[config.mk]
export PLATFORM = sky130hd
export DESIGN_NAME = instr_fetch
export DESIGN_NICKNAME = d
export VERILOG_FILES = /design/src/rtl/instr_fetch.sv
export SDC_FILE = /design/constraint.sdc
export NUM_CORES = 1
export LEC_CHECK = 0
export BUFFER_PORTS_ARGS = -buffer_cell sky130_fd_sc_hd__buf_4
export CORE_MARGIN = 2
export CORE_UTILIZATION = 45
export CTS_CLUSTER_SIZE = 10
export DETAILED_ROUTE_END_ITERATION = 12
export HOLD_SLACK_MARGIN = 0.06
export PLACE_DENSITY = 0.71
export SYNTH_ARGS = -nofsm -noshare
export SYNTH_HDL_FRONTEND = slang
export SYNTH_SLANG_ARGS = --single-unit
[constraint.sdc]
create_clock -name clk -period 2.4 [get_ports clk]
set_input_delay 0 -clock clk [delete_from_list [all_inputs] [get_ports clk]]
set_output_delay 0 -clock clk [all_outputs]
set_load 0.03 [all_outputs]
[src/rtl/instr_fetch.sv]
// -----------------------------------------------------------------------------
// instr_fetch -- instruction fetch stage with a 2-entry prefetch FIFO.
//
// Issues single-outstanding word reads to instruction memory, queues returned
// {PC, inst} pairs and presents the head entry to decode. Branch and jump
// redirects flush the queue; an in-flight read at redirect time is drained
// and discarded before the target is fetched.
//
// Optional feature: define IF_STALL_CNT_EN to add o_IF_stallCnt, a wrapping
// count of cycles where a valid instruction is held by i_IF_pause.
//
// Ports
//   clk, rstn         clock, synchronous active-low reset
//   o_IF_imemReq      memory read request (held until i_IF_imemAck)
//   o_IF_imemAddr     request word address
//   i_IF_imemAck      request accepted, i_IF_imemRData valid
//   i_IF_imemRData    returned instruction word
//   i_IF_pause        decode stall; head entry is kept
//   i_IF_brTaken      branch redirect to i_IF_brTarget (highest priority)
//   i_IF_brTarget     branch target
//   i_IF_jump         J-type redirect using i_IF_jumpLowPC
//   i_IF_jumpLowPC    J-type 26-bit target field
//   o_IF_valid        head entry present
//   o_IF_PC           head PC (0 when empty)
//   o_IF_inst         head instruction (0 when empty)
//   o_IF_stallCnt     stall cycle counter (IF_STALL_CNT_EN only)
// -----------------------------------------------------------------------------

package instr_fetch_pkg;

  typedef struct packed {
    logic [31:0] pc;
    logic [31:0] inst;
  } fetch_entry_t;

  typedef enum logic [1:0] {
    ST_REQ     = 2'd0,
    ST_HOLD    = 2'd1,
    ST_DISCARD = 2'd2
  } fetch_state_e;

endpackage

module instr_fetch
  import instr_fetch_pkg::*;
#(
  parameter logic [31:0] RESET_PC = 32'h0000_0000
) (
  input  logic        clk,
  input  logic        rstn,
  output logic        o_IF_imemReq,
  output logic [31:0] o_IF_imemAddr,
  input  logic        i_IF_imemAck,
  input  logic [31:0] i_IF_imemRData,
  input  logic        i_IF_pause,
  input  logic        i_IF_brTaken,
  input  logic [31:0] i_IF_brTarget,
  input  logic        i_IF_jump,
  input  logic [25:0] i_IF_jumpLowPC,
  output logic        o_IF_valid,
  output logic [31:0] o_IF_PC,
  output logic [31:0] o_IF_inst
`ifdef IF_STALL_CNT_EN
  ,
  output logic [31:0] o_IF_stallCnt
`endif
);

  localparam int unsigned XLEN  = 32;
  localparam int unsigned OCC_W = 2;

  // State registers
  fetch_state_e      r_state;
  logic              r_req;
  logic [XLEN-1:0]   r_addr;
  logic [XLEN-1:0]   r_pc;
  fetch_entry_t      r_head;
  fetch_entry_t      r_tail;
  logic [OCC_W-1:0]  r_occ;
  logic              r_valid;

  // Next-state values
  fetch_state_e      w_state_n;
  logic              w_req_n;
  logic [XLEN-1:0]   w_addr_n;
  logic [XLEN-1:0]   w_pc_n;
  fetch_entry_t      w_head_n;
  fetch_entry_t      w_tail_n;
  logic [OCC_W-1:0]  w_occ_n;

  logic              w_ack;
  logic              w_redirect;
  logic              w_enq;
  logic              w_deq;
  logic [3:0]        w_jmp_hi;
  logic [XLEN-1:0]   w_target;
  fetch_entry_t      w_new;

  // Redirect target; jump region is taken from the presented PC plus 4
  always_comb begin
    w_ack      = r_req & i_IF_imemAck;
    w_redirect = i_IF_brTaken | i_IF_jump;
    w_jmp_hi   = r_head.pc[31:28] + 4'(&r_head.pc[27:2]);
    w_target   = i_IF_brTaken ? i_IF_brTarget : {w_jmp_hi, i_IF_jumpLowPC, 2'b00};
    // Data returned while discarding belongs to the pre-redirect stream
    w_enq      = w_ack & (r_state == ST_REQ) & ~w_redirect;
    w_deq      = r_valid & ~i_IF_pause & ~w_redirect;
    w_new      = '{pc: r_addr, inst: i_IF_imemRData};
  end

  // Two-entry shift FIFO; head is kept zero when empty so it drives outputs directly
  always_comb begin
    w_head_n = r_head;
    w_tail_n = r_tail;
    w_occ_n  = r_occ;
    if (w_redirect) begin
      w_head_n = '0;
      w_occ_n  = '0;
    end else begin
      case ({w_enq, w_deq})
        2'b11: begin
          if (r_occ == OCC_W'(2)) begin
            w_head_n = r_tail;
            w_tail_n = w_new;
          end else begin
            w_head_n = w_new;
          end
        end
        2'b01: begin
          w_head_n = (r_occ == OCC_W'(2)) ? r_tail : '0;
          w_occ_n  = r_occ - OCC_W'(1);
        end
        2'b10: begin
          if (r_occ == OCC_W'(0)) w_head_n = w_new;
          else                    w_tail_n = w_new;
          w_occ_n = r_occ + OCC_W'(1);
        end
        default: ;
      endcase
    end
    w_pc_n = w_redirect ? w_target : (w_enq ? r_pc + XLEN'(4) : r_pc);
  end

  // Next-state and request logic
  always_comb begin
    w_state_n = r_state;
    w_req_n   = r_req;
    w_addr_n  = r_addr;
    if (r_req && !i_IF_imemAck) begin
      // Request still in flight: address must stay put until ack
      if (w_redirect || (r_state == ST_DISCARD)) w_state_n = ST_DISCARD;
    end else if (w_occ_n < OCC_W'(2)) begin
      w_state_n = ST_REQ;
      w_req_n   = 1'b1;
      w_addr_n  = w_pc_n;
    end else begin
      w_state_n = ST_HOLD;
      w_req_n   = 1'b0;
      w_addr_n  = w_pc_n;
    end
  end

  // State register
  always_ff @(posedge clk) begin
    if (!rstn) begin
      r_state <= ST_REQ;
      r_req   <= 1'b0;
      r_addr  <= RESET_PC;
      r_pc    <= RESET_PC;
      r_head  <= '0;
      r_tail  <= '0;
      r_occ   <= '0;
      r_valid <= 1'b0;
    end else begin
      r_state <= w_state_n;
      r_req   <= w_req_n;
      r_addr  <= w_addr_n;
      r_pc    <= w_pc_n;
      r_head  <= w_head_n;
      r_tail  <= w_tail_n;
      r_occ   <= w_occ_n;
      r_valid <= (w_occ_n != OCC_W'(0));
    end
  end

  assign o_IF_imemReq  = r_req;
  assign o_IF_imemAddr = r_addr;
  assign o_IF_valid    = r_valid;
  assign o_IF_PC       = r_head.pc;
  assign o_IF_inst     = r_head.inst;

`ifdef IF_STALL_CNT_EN
  logic [XLEN-1:0] r_stall_cnt;

  // Counts cycles where decode holds a valid instruction
  always_ff @(posedge clk) begin
    if (!rstn)                      r_stall_cnt <= '0;
    else if (r_valid && i_IF_pause) r_stall_cnt <= r_stall_cnt + XLEN'(1);
  end

  assign o_IF_stallCnt = r_stall_cnt;
`endif

endmodule

# Word level (Yosys, flattened, before mapping)
# Cells that the tools add are included.
dict set report op_classes {
  n_bitwise 9
  order_cmp 1
  reduce_logical 12
  mux 16
  eq_ne 9
  addsub 4
}
# operator count
set op_table {}
lappend op_table {{two-way mux 64 bit} 5}
lappend op_table {{one-hot mux 64 bit (3 select lines)} 1}
lappend op_table {{one-hot mux 64 bit (2 select lines)} 1}
lappend op_table {{two-way mux 32 bit} 3}
lappend op_table {{adder 32 x 3 -> 32 bit (second input constant)} 1}
lappend op_table {{AND reduction 26 bit} 1}
lappend op_table {{== test 2 bit (second input constant)} 4}
lappend op_table {{two-way mux 2 bit} 3}
lappend op_table {{!= test 2 bit (second input constant)} 3}
lappend op_table {{bitwise AND 1 bit} 5}
lappend op_table {{adder 4 x 1 -> 4 bit} 1}
lappend op_table {{logical NOT 2 bit} 2}
lappend op_table {{one-hot mux 2 bit (2 select lines)} 1}
lappend op_table {{AND reduction 4 bit} 1}
lappend op_table {{nonzero test 2 bit} 2}
lappend op_table {{inverter 1 bit} 3}
lappend op_table {{nonzero test 3 bit} 1}
lappend op_table {{adder 2 x 1 -> 2 bit (second input constant)} 1}
lappend op_table {{== test 2 x 1 -> 1 bit (second input constant)} 1}
lappend op_table {{less-than comparator 2 bit (second input constant)} 1}
lappend op_table {{two-way mux 1 bit} 2}
lappend op_table {{!= test 2 x 1 -> 1 bit (second input constant)} 1}
lappend op_table {{AND reduction 2 bit} 1}
lappend op_table {{OR reduction 2 bit} 1}
lappend op_table {{5 further kinds} 5}
dict set report word_totals {
  input_bits 96
  reg_bits 198
}

# Logic depth before layout (Yosys ltp)
# Gate-level depths: netlist (run 1).
dict set report depth {
  ltp_word 9
  ltp_mapped 12
}

# Least setup slack after synthesis (run 1)
# Ideal clock, no wire load.
dict set report synth_path {
  kind {reg-to-reg}
  startpoint {reg r_head (netlist bit o_IF_PC[24])}
  endpoint {reg r_addr[30], in the netlist o_IF_imemAddr[30]}
  period_less_slack_ns 2.543
  stages_incl_launch_ff 12
  required_time_ns 2.268
  path_slack_ns -0.143
  arrival_ns 2.410
  path_cell_list {dfxtp_1 > nand4_1 > or4_1 > nor4_1 > ha_1 > ha_1 > xor2_1 > nand2_1 > o21ai_0 > mux2_2 > a21oi_1 > a21oi_1}
}
dict set report synth_between {
  elab_chain_len 4
}
# item line
set synth_rtl {}
lappend synth_rtl {{start: declaration} 77} ;# fetch_entry_t r_head;
lappend synth_rtl {{start signal: assignment} 179} ;# r_head <= w_head_n;
lappend synth_rtl {{AND reduction 26 bit} 103} ;# w_jmp_hi = r_head.pc[31:28] + 4'(&r_head.pc[27:2]);
lappend synth_rtl {{adder 4 x 1 -> 4 bit} 103}
lappend synth_rtl {{two-way mux 32 bit} 104} ;# w_target = i_IF_brTaken ? i_IF_brTarget : {w_jmp_hi, i_IF_jumpLowPC, 2'b00};
lappend synth_rtl {{two-way mux 32 bit} 141} ;# w_pc_n = w_redirect ? w_target : (w_enq ? r_pc + XLEN'(4) : r_pc);
lappend synth_rtl {{end signal: assignment} 177} ;# r_addr <= w_addr_n;
lappend synth_rtl {{end: declaration} 75} ;# logic [XLEN-1:0] r_addr;
# Every way passes these cells.
# A chain may end at the register's enable or synchronous reset.

# Worst setup path after layout (run 1)
# Ends and elaborated chain as after synthesis.

==> results of run 1 <==
==> metrics by stage <==
step | util | instances
2_1_floorplan | - | 969
3_3_place_gp | 0.566 | 1356
3_5_place_dp | 0.566 | 1356
4_1_cts | 0.655 | 1483
5_1_grt | 0.657 | 1483
6_report | 0.657 | 1483
==> synth_stat cells (8+ instances only) <==
cell type	count	share of area
sky130_fd_sc_hd__nand4_1	14	0.011
sky130_fd_sc_hd__nor3_1	8	0.0048
sky130_fd_sc_hd__nand2_1	157	0.071
sky130_fd_sc_hd__dfxtp_1	198	0.48
sky130_fd_sc_hd__o22a_1	8	0.0085
sky130_fd_sc_hd__o21ai_0	31	0.019
sky130_fd_sc_hd__nor2_1	104	0.047
sky130_fd_sc_hd__a211oi_1	65	0.059
sky130_fd_sc_hd__buf_1	9	0.0041
sky130_fd_sc_hd__a22oi_1	67	0.061
sky130_fd_sc_hd__o221ai_1	8	0.0085
sky130_fd_sc_hd__xnor2_1	14	0.015
sky130_fd_sc_hd__xor2_1	16	0.017
sky130_fd_sc_hd__a21oi_1	92	0.056
sky130_fd_sc_hd__nand3_1	16	0.0097
sky130_fd_sc_hd__clkbuf_1	63	0.029
==> power groups by stage <==
stage          combinational [W]  clock [W]  sequential, W
5_1_grt                 0.000994    0.00315        0.00350
2_1_floorplan           0.000331          0        0.00364
6_report                0.000925    0.00296        0.00349
3_5_place_dp            0.000776          0        0.00357
3_3_place_gp            0.000768          0        0.00356
4_1_cts                 0.000914    0.00301        0.00349
==> state kept, by name, summed over array words and instances, names as in the netlist <==
| signal | count |
|---|---|
| o_IF_imemAddr | 32 |
| r_occ | 2 |
| o_IF_inst | 32 |
| r_state | 2 |
| o_IF_PC | 32 |
| o_IF_imemReq | 1 |
| o_IF_valid | 1 |
| r_tail | 64 |
| r_pc | 32 |
==> tightest hold or removal path, stage by stage <==
cell                       delay [ns]
sky130_fd_sc_hd__buf_4           0.11
sky130_fd_sc_hd__o221ai_1        0.23
sky130_fd_sc_hd__a21oi_1         0.09
==> kinds of logic after synthesis <==
group	count (synthesis)
and+or+nand+nor	340
AOI/OAI and AO/OA	300
DFF	198
buffers and inverters	86
xor gates and xnor gates	30
muxes	8
adders and majority gates	7
==> what timing repair did <==
item	4_1_cts	5_1_grt
resized for setup	4	10
endpoints found under the setup margin	6	93
hold endpoints to repair	123	0
hold buffers	95	0
pin swaps	1	2
setup buffers	0	0
==> per-layer routing <==
layer / GRT usage / up-vias / part of all wire
met2: 0.426 / 277 / 0.50
met3: 0.0547 / 30 / 0.060
li1: - / 4038 / -
met1: 0.328 / 3853 / 0.43
met5: 0 / - / 0
met4: 0.0621 / 0 / 0.014
==> area by class of cell <==
| class | instances | area share |
|---|---|---|
| clock buffer | 22 | 0.0427 |
| clock inverter | 10 | 0.00982 |
| inverter | 6 | 0.00190 |
| multi-input combinational | 685 | 0.343 |
| sequential | 198 | 0.336 |
| tap | 229 | 0.0242 |
| timing repair buffer | 333 | 0.242 |
==> worst max-delay path by stage <==
| stage | cells after the start | startpoint | end | slack (ns) |
|---|---|---|---|---|
| after global routing | 10 | o_IF_PC[24] | o_IF_imemAddr[31] | -0.06 |
| after CTS | 12 | o_IF_PC[24] | o_IF_imemAddr[30] | 0.02 |
| after detailed placement | 12 | o_IF_PC[24] | o_IF_imemAddr[30] | -0.20 |
| after floorplan | 11 | o_IF_PC[23] | o_IF_imemAddr[30] | -0.03 |
| final | 12 | o_IF_PC[24] | o_IF_imemAddr[30] | 0.07 |
| after global placement | 12 | o_IF_PC[24] | o_IF_imemAddr[30] | -0.12 |
==> flow_summary.json, run 1 <==
{
  "run_status": "complete, no violations",
  "ctsRootBufferMaster": "sky130_fd_sc_hd__clkbuf_16",
  "synth_enable_flop_cells": 0,
  "rr_worst_depth": 12,
  "synth-async-reset-ratio": 0,
  "min_period_over_period": 0.973,
  "p_int_w": 0.00554,
  "power_w": 0.00738,
  "drt_drc_violations_left": 0,
  "gp_congestion": 0.924,
  "critical_path.top_delay_family": "simple AND/OR/NAND/NOR gates",
  "fin_worst_hold_slack_ns": 0.0652,
  "power.share.sequential": 0.474,
  "worst_hold_startpoint": "i_IF_brTarget[9]",
  "port_buffers": 193,
  "dieHeight_um": 140,
  "synth_seq_cells": 198,
  "gr-total-overflow": 0,
  "grt_pass1_vias": 7566,
  "clockPowerShare": 0.401,
  "timing.final.hold_violations": 0,
  "top_level_ports": 194,
  "drv.max_cap_violation_count": 0,
  "timing.rr.end": "o_IF_imemAddr[30]",
  "min_to": "r_pc[9]",
  "yosysWarnings": 0,
  "most_used_cells_in_the_layout_excluding_fill_and_tap_cells": "227 x sky130_fd_sc_hd__buf_4, 185 x sky130_fd_sc_hd__dfxtp_1, 156 x sky130_fd_sc_hd__nand2_1",
  "cts-buffers-inserted": 17,
  "synth.distinct_cells": 59,
  "crit_path_cell_trace": "nand4_1 > or4_4 > nor4_4 > buf_4 > ha_4 > ha_4 > xor2_1 > nand2_1 > o21ai_1 > mux2_4 > a21oi_2 > a21oi_1",
  "fmax_ghz": 0.428,
  "grt_setup_unrepaired": "true",
  "r2r_start": "o_IF_PC[24]",
  "start_util": 0.459,
  "placedInstanceArea_um2": 10200,
  "sequential_cell_area_um2": 3980,
  "final.setup.worst_slack_ns": 0.0658,
  "grt_total_usage": 0.251,
  "antenna_violating_nets_post_route": 0,
  "die_w_um": 140,
  "grt_max_degree": 47,
  "synth-main-ff-cell": "sky130_fd_sc_hd__dfxtp_1",
  "worst_hold_path.num_cells": 3,
  "synthCells": 969,
  "drt-pass1-iter-count": 5,
  "critical_path_buf_inv_count": 1,
  "final-max-slew-violation-count": 0,
  "worstHoldPathType": "input port to register",
  "nFillCells": 1491,
  "numClockSinks": 198,
  "clock_path_buffers": 2,
  "worst_pin_slew_ns": 0.548,
  "insertedDiodeCount": 0,
  "cts_max_level": 4,
  "tritoncts": "built",
  "route.vias.total": 8198,
  "synthSimpleGateAreaFrac": 0.185,
  "worst_path_largest_cell_delay_ns": 0.53,
  "routedWlPerCell_um": 17.3,
  "synth_top_family_by_area": "compound AO/OA/AOI/OAI gates",
  "final.setup_skew_ns": 0.00920,
  "slew_headroom": 0.632,
  "timing.critical_path.mode_cell": "sky130_fd_sc_hd__ha_4",
  "design.die.area_um2": 19500,
  "synth_area_per_cell_um2": 8.54,
  "dp_hpwl_um": 16600,
  "end_kind": "register",
  "setup.worst_path.class": "register to register",
  "std_cell_rows": 49,
  "report.final.setup_viol": 0,
  "static-leakage-power_nw": 4.64,
  "synth.area.mux_share": 0.00997,
  "seq_area_frac_synth": 0.479,
  "netSwitchingPower_w": 0.00184,
  "worstSkewPairLatency_ns": 0.43,
  "wl_um": 25600,
  "drt-vias-per-instance": 5.53,
  "synth_adder_area_share": 0.0106,
  "period_needed_ns": 2.33,
  "antenna_found_initial": 0,
  "multiInputGateArea_um2": 4070,
  "layout-drive-gt1-share": 0.254,
  "grt_pass1_wl_um": 39500,
  "drt_iter0_drc": 641,
  "vdd_drop_max_v": 0.000460,
  "postLayoutCellArea_um2": 11800,
  "power.share.switching": 0.249,
  "nets": 1344,
  "power.density_cell_area_nw_per_um2": 623,
  "ff2ff_setup_slack_ns": 0.07,
  "worstPathMaxFanout": 2,
  "detailedPlace.worstSlack_ns": -0.200,
  "cpMaxStageDelayCell": "sky130_fd_sc_hd__or4_4",
  "syn-cell-area_um2": 8280,
  "share_comb_of_total_power": 0.125,
  "timing.critical_path.arrival_ns": 2.64,
  "setup_total_negative_slack_ns": 0,
  "cp_data_required_time_ns": 2.71,
  "yosys.area_share.xor_xnor": 0.0317,
  "synth_fp_nets": 1072,
  "core_region_area_um2": 18000,
  "synth_compound_area_frac": 0.242,
  "startpoint_type": "register",
  "final_common_cell": "sky130_fd_sc_hd__buf_4",
  "clkSlewWorstSetupHoldPaths_ns": 0.07,
  "layout-area-overhead-vs-synth_pct": 43.1
}
Power figures use the tool's default switching activity.
==> run 2: changes to the inputs <==
--- a/config.mk
+++ b/config.mk
@@ -10,8 +10,9 @@
 export CORE_UTILIZATION = 45
 export CTS_CLUSTER_SIZE = 10
 export DETAILED_ROUTE_END_ITERATION = 12
+export GPL_TIMING_DRIVEN = 0
 export HOLD_SLACK_MARGIN = 0.06
-export PLACE_DENSITY = 0.71
+export PLACE_DENSITY = 0.69
 export SYNTH_ARGS = -nofsm -noshare
 export SYNTH_HDL_FRONTEND = slang
 export SYNTH_SLANG_ARGS = --single-unit
==> constraint.sdc (replaced) <==
create_clock -name clk -period 2.2 [get_ports clk]
set_input_delay 0 -clock clk [delete_from_list [all_inputs] [get_ports clk]]
set_output_delay 0 -clock clk [all_outputs]
set_load 0.03 [all_outputs]
==> run 2 against run 1 <==
The run now ends with setup timing left. Largest cell class unchanged. Core utilization up 0.56 points. Critical endpoint is now o_IF_imemAddr[31]. Non-clock buffer count up 43. First-iteration DRC count up 11%. Highest routed layer unchanged. Flip-flop and latch count unchanged. Register-to-register slack worse by 0.42 ns. Via count up 4.8%. Worst setup slack worse by 0.42 ns. Fmax down 8.6%. Critical path type unchanged. Critical path depth down 3. Final cell count up 3.0%.
==> flow_summary.json, run 2 (synthesized netlist as in run 1, its figures left out) <==
{
  "end_kind": "register",
  "grt_total_usage": 0.269,
  "period_needed_ns": 2.55,
  "antenna_violating_nets_post_route": 0,
  "dieHeight_um": 140,
  "violations": "setup timing",
  "most_used_cells_in_the_layout_excluding_fill_and_tap_cells": "218 x sky130_fd_sc_hd__buf_4, 173 x sky130_fd_sc_hd__dfxtp_1, 156 x sky130_fd_sc_hd__nand2_1",
  "gp_congestion": 0.882,
  "min_to": "o_IF_imemAddr[11]",
  "final.setup_skew_ns": 0.0116,
  "worstPathMaxFanout": 2,
  "route.vias.total": 8591,
  "fin_util": 0.663,
  "clkSlewWorstSetupHoldPaths_ns": 0.07,
  "layout-drive-gt1-share": 0.280,
  "worstHoldPathType": "input port to register",
  "drt_iter0_drc": 712,
  "slew_headroom": 0.486,
  "numClockSinks": 198,
  "startpoint_type": "register",
  "rr_worst_depth": 9,
  "worst_hold_startpoint": "i_IF_brTarget[11]",
  "largest_register": "r_tail",
  "worst_pin_slew_ns": 0.768,
  "setup.worst_path.class": "register to register",
  "drv.max_cap_violation_count": 0,
  "timing.rr.end": "o_IF_imemAddr[31]",
  "grt_pass1_wl_um": 41800,
  "final_common_cell": "sky130_fd_sc_hd__buf_4",
  "min_period_over_period": 1.16,
  "design.die.area_um2": 19500,
  "fin_worst_hold_slack_ns": 0.0625,
  "number_of_flip_flops_in_the_largest_register": 64,
  "std_cell_rows": 49,
  "insertedDiodeCount": 0,
  "dp_hpwl_um": 19100,
  "r2r_start": "o_IF_PC[21]",
  "drt_drc_violations_left": 0,
  "gr-total-overflow": 0,
  "run_status": "complete, but fails checks",
  "worstSkewPairLatency_ns": 0.44,
  "ff2ff_setup_slack_ns": -0.35,
  "fmax_ghz": 0.392,
  "worst_hold_path.num_cells": 3,
  "final-max-slew-violation-count": 0,
  "cp_data_required_time_ns": 2.53,
  "top_level_ports": 194,
  "start_util": 0.459,
  "grt_pass1_vias": 7972,
  "timing.critical_path.arrival_ns": 2.88,
  "drt-vias-per-instance": 5.63,
  "layout-area-overhead-vs-synth_pct": 44.3,
  "power.density_cell_area_nw_per_um2": 657,
  "nFillCells": 1513,
  "cts-buffers-inserted": 17,
  "final.setup.worst_slack_ns": -0.353,
  "grt_setup_unrepaired": "true",
  "timing.final.hold_violations": 0,
  "detailedPlace.worstSlack_ns": -0.966,
  "vdd_drop_max_v": 0.000565,
  "clock_path_buffers": 2,
  "port_buffers": 193,
  "report.final.setup_viol": 7,
  "tritoncts": "built",
  "die_w_um": 140,
  "antenna_found_initial": 0,
  "wl_um": 27300,
  "drt-pass1-iter-count": 5,
  "nets": 1388,
  "cts_max_level": 4,
  "ctsRootBufferMaster": "sky130_fd_sc_hd__clkbuf_16",
  "grt_max_degree": 20,
  "core_region_area_um2": 18000,
  "routedWlPerCell_um": 17.9,
  "static-leakage-power_nw": 4.71
}
-- run 2: changes by cell type in the layout (fill, tap and decap cells not counted), sizes merged, moves of 2 or more --
cell	change
buf	-7
clkbuf	+53
clkinv	+2
clkinvlp	-2
dlygate4sd3	-7
inv	+5
-- run 2: how the worst max path moves through the flow --
| stage | start | endpoint | slack, ns | cells past startpoint |
|---|---|---|---|---|
| after floorplan | o_IF_PC[21] | o_IF_imemAddr[31] | -0.09 | 9 |
| after global placement | i_IF_jump | o_IF_PC[3] | -0.91 | 10 |
| after detailed placement | i_IF_jump | o_IF_PC[5] | -0.97 | 10 |
| after CTS | o_IF_PC[21] | o_IF_imemAddr[31] | -0.36 | 9 |
| after global routing | o_IF_PC[21] | o_IF_imemAddr[31] | -0.51 | 9 |
| final | o_IF_PC[21] | o_IF_imemAddr[31] | -0.35 | 9 |
-- run 2: critical path, stage by stage (launching register included) --
cell	delay [ns]
sky130_fd_sc_hd__dfxtp_4	0.34
sky130_fd_sc_hd__nand4_1	0.10
sky130_fd_sc_hd__or4_4	0.55
sky130_fd_sc_hd__nor4_4	0.30
sky130_fd_sc_hd__ha_2	0.31
sky130_fd_sc_hd__nand3_2	0.08
sky130_fd_sc_hd__xnor2_1	0.17
sky130_fd_sc_hd__a222oi_1	0.28
sky130_fd_sc_hd__nand2_1	0.12
sky130_fd_sc_hd__o21ba_2	0.20
-- run 2: routing by layer --
layer / part of all wire / global-route usage / up-vias / wire length (um)
met5: 0 / 0 / - / 0
met2: 0.47 / 0.438 / 342 / 12900
met1: 0.44 / 0.366 / 4075 / 12100
met3: 0.064 / 0.0509 / 51 / 1760
li1: - / - / 4123 / -
met4: 0.022 / 0.0784 / 0 / 600
-- run 2: cell type report --
type                            instances  area [um^2]  share of cell area
Multi-Input combinational cell        686         4190               0.351
Sequential cell                       198         4020               0.337
Buffer                                 73          372              0.0311
Timing Repair Buffer                  303         2500               0.209
Tap cell                              229          287              0.0240
Clock inverter                         14          125              0.0105
Clock buffer                           18          429              0.0359
Inverter                                6         22.5             0.00189
-- run 2: metrics by stage --
step	cells	total power [W]	instance area [um^2]	TNS [ns]
2_1_floorplan	969	0.00432	8350	-0.240
3_3_place_gp	1391	0.00473	10100	-105.06
3_5_place_dp	1391	0.00474	10100	-111.47
4_1_cts	1518	0.00784	11700	-1.59
5_1_grt	1527	0.00811	11900	-2.67
6_report	1527	0.00785	11900	-1.62
-- run 2: repair_timing --
action	in CTS	in global routing
gates resized for setup	58	60
setup buffers	11	10
cloned	0	2
hold buffers	88	0
hold endpoints to repair	119	0
pin swaps	9	11
setup endpoints to repair	144	144
-- run 2: power by group --
| group | switching (W) | internal [W] |
|---|---|---|
| clock | 0.00142 | 0.00158 |
| combinational | 0.000545 | 0.000493 |
| sequential | 0.000134 | 0.00368 |
| total | 0.00210 | 0.00575 |
==> run 3: changes to the inputs <==
--- a/config.mk
+++ b/config.mk
@@ -6,6 +6,7 @@
 export NUM_CORES = 1
 export LEC_CHECK = 0
 export BUFFER_PORTS_ARGS = -buffer_cell sky130_fd_sc_hd__buf_4
+export CORE_ASPECT_RATIO = 0.5
 export CORE_MARGIN = 2
 export CORE_UTILIZATION = 45
 export CTS_CLUSTER_SIZE = 10
==> run 3 against run 2 <==
The run still ends with setup timing left. Core utilization rose by 2.4 points. Sequential power about the same. Combinational power barely moved. Fmax is 1.7% higher. First-iteration DRC count fell by 15%. Power grew 3.3%. Critical path depth rose by 2. Non-clock buffer count down 3. Highest routed layer unchanged. Clock power increased by 7.7%.
==> flow_summary.json, run 3 (synthesized netlist as in run 1, its figures left out) <==
{
  "wl_um": 27500,
  "nets": 1384,
  "fin_util": 0.687,
  "dp_hpwl_um": 19500,
  "timing.final.hold_violations": 0,
  "grt_max_degree": 19,
  "grt_pass1_vias": 7990,
  "antenna_violating_nets_post_route": 0,
  "largest_register": "r_tail",
  "slew_headroom": 0.494,
  "rr_worst_depth": 11,
  "core_region_area_um2": 17700,
  "design.die.area_um2": 19600,
  "power.density_cell_area_nw_per_um2": 667,
  "drv.max_cap_violation_count": 0,
  "worst_hold_path.num_cells": 3,
  "timing.critical_path.arrival_ns": 2.82,
  "dieHeight_um": 99.9,
  "top_level_ports": 194,
  "final-max-slew-violation-count": 0,
  "std_cell_rows": 34,
  "start_util": 0.468,
  "layout-drive-gt1-share": 0.291,
  "violations": "setup timing",
  "cp_data_required_time_ns": 2.51,
  "grt_setup_unrepaired": "true",
  "worstHoldPathType": "input port to register",
  "clock_path_buffers": 2,
  "route.vias.total": 8463,
  "postLayoutCellArea_um2": 12200,
  "ctsRootBufferMaster": "sky130_fd_sc_hd__clkbuf_16",
  "startpoint_type": "register",
  "insertedDiodeCount": 0,
  "power_w": 0.00811,
  "run_status": "complete, but fails checks",
  "placedInstanceArea_um2": 10100,
  "placed_cells": 1396,
  "final.setup.worst_slack_ns": -0.310,
  "worstPathMaxFanout": 2,
  "final.setup_skew_ns": 0.0123,
  "setup.worst_path.class": "register to register",
  "worst_pin_slew_ns": 0.759,
  "grt_pass1_wl_um": 42500,
  "final_common_cell": "sky130_fd_sc_hd__buf_4",
  "drt-vias-per-instance": 5.54,
  "post_layout_nonfiller_instances": 1528,
  "most_used_cells_in_the_layout_excluding_fill_and_tap_cells": "219 x sky130_fd_sc_hd__buf_4, 175 x sky130_fd_sc_hd__dfxtp_1, 156 x sky130_fd_sc_hd__nand2_1",
  "drt-pass1-iter-count": 5,
  "drt_iter0_drc": 607,
  "grt_total_usage": 0.278,
  "gr-total-overflow": 0,
  "gp_congestion": 0.878,
  "min_period_over_period": 1.14,
  "period_needed_ns": 2.51,
  "clkSlewWorstSetupHoldPaths_ns": 0.08,
  "fmax_ghz": 0.398,
  "report.final.setup_viol": 6,
  "cts-buffers-inserted": 17,
  "vdd_drop_max_v": 0.000566,
  "cts_max_level": 4,
  "routedWlPerCell_um": 18.0,
  "worstSkewPairLatency_ns": 0.43,
  "die_w_um": 196,
  "number_of_flip_flops_in_the_largest_register": 64,
  "port_buffers": 193,
  "drt_drc_violations_left": 0,
  "numClockSinks": 198,
  "antenna_found_initial": 0,
  "end_kind": "register",
  "tritoncts": "built",
  "static-leakage-power_nw": 4.71,
  "layout-area-overhead-vs-synth_pct": 46.8
}
[run 3: changes by cell type in the layout (fill, tap and decap cells not counted), moves of 2 or more]
cell                         previous run  this run
sky130_fd_sc_hd__clkinvlp_4             0         2
sky130_fd_sc_hd__a22oi_1               65        48
sky130_fd_sc_hd__o21ai_1                0         2
sky130_fd_sc_hd__buf_6                  2         8
sky130_fd_sc_hd__clkbuf_4              11         9
sky130_fd_sc_hd__buf_2                  7        10
sky130_fd_sc_hd__clkinv_2               5         2
sky130_fd_sc_hd__inv_8                  1         3
sky130_fd_sc_hd__clkbuf_2              20         6
sky130_fd_sc_hd__dfxtp_1              173       175
sky130_fd_sc_hd__a22oi_2                2        19
[run 3: path summary, 6_finish.rpt]
check / startpoint / end / slack, ns
setup / recovery: o_IF_PC[23] / o_IF_imemAddr[30] / -0.31
hold reg to reg: r_tail[47] / r_tail[47] / 0.46
setup reg to reg: o_IF_PC[23] / o_IF_imemAddr[30] / -0.31
hold / removal: i_IF_brTarget[10] / r_pc[10] / 0.09
[run 3: final cells by class]
type	count	area, um^2
Tap cell	234	293
Timing Repair Buffer	297	2460
Buffer	76	455
Clock buffer	18	439
Sequential cell	198	4020
Inverter	6	22.5
Clock inverter	14	163
Multi-Input combinational cell	685	4300
Fill cell	1487	5550
[run 3: critical path, cell delays in order, from the launching register on]
cell	delay, ns
sky130_fd_sc_hd__dfxtp_4	0.35
sky130_fd_sc_hd__nand4_1	0.11
sky130_fd_sc_hd__or4_4	0.56
sky130_fd_sc_hd__nor4_4	0.27
sky130_fd_sc_hd__ha_4	0.21
sky130_fd_sc_hd__ha_4	0.15
sky130_fd_sc_hd__xor2_4	0.09
sky130_fd_sc_hd__nand2_1	0.08
sky130_fd_sc_hd__o21ai_1	0.06
sky130_fd_sc_hd__mux2_4	0.28
sky130_fd_sc_hd__a21oi_4	0.15
sky130_fd_sc_hd__a21oi_1	0.08
[run 3: metal layers]
metal	global-route usage	vias to the layer above	part of all wire
met2	0.451	309	0.46
met3	0.0400	34	0.063
li1	-	4107	-
met1	0.391	4013	0.46
met4	0.0740	0	0.015
met5	0	-	0
[run 3: power breakdown]
| part | internal (W) | switching [W] | total [W] |
|---|---|---|---|
| sequential | 0.00368 | 0.000137 | 0.00381 |
| combinational | 0.000509 | 0.000561 | 0.00107 |
| clock | 0.00174 | 0.00148 | 0.00323 |
[run 3: repair_timing]
| action | CTS | global route |
|---|---|---|
| setup buffers | 11 | 4 |
| endpoints found under the hold margin | 118 | 0 |
| setup endpoints to repair | 148 | 147 |
| pin swaps | 12 | 11 |
| hold buffers | 89 | 0 |
| resized for setup | 60 | 132 |
[run 3: stage by stage]
step	setup WS (ns)	TNS, ns	hold slack, ns
finish	-0.310	-1.24	0.0905
global route	-0.406	-1.89	0.104
CTS	-0.429	-1.89	0.0675
detailed placement	-1.04	-117.61	0.266
global placement	-1.02	-105.99	0.260
floorplan	-0.0881	-0.240	0.136
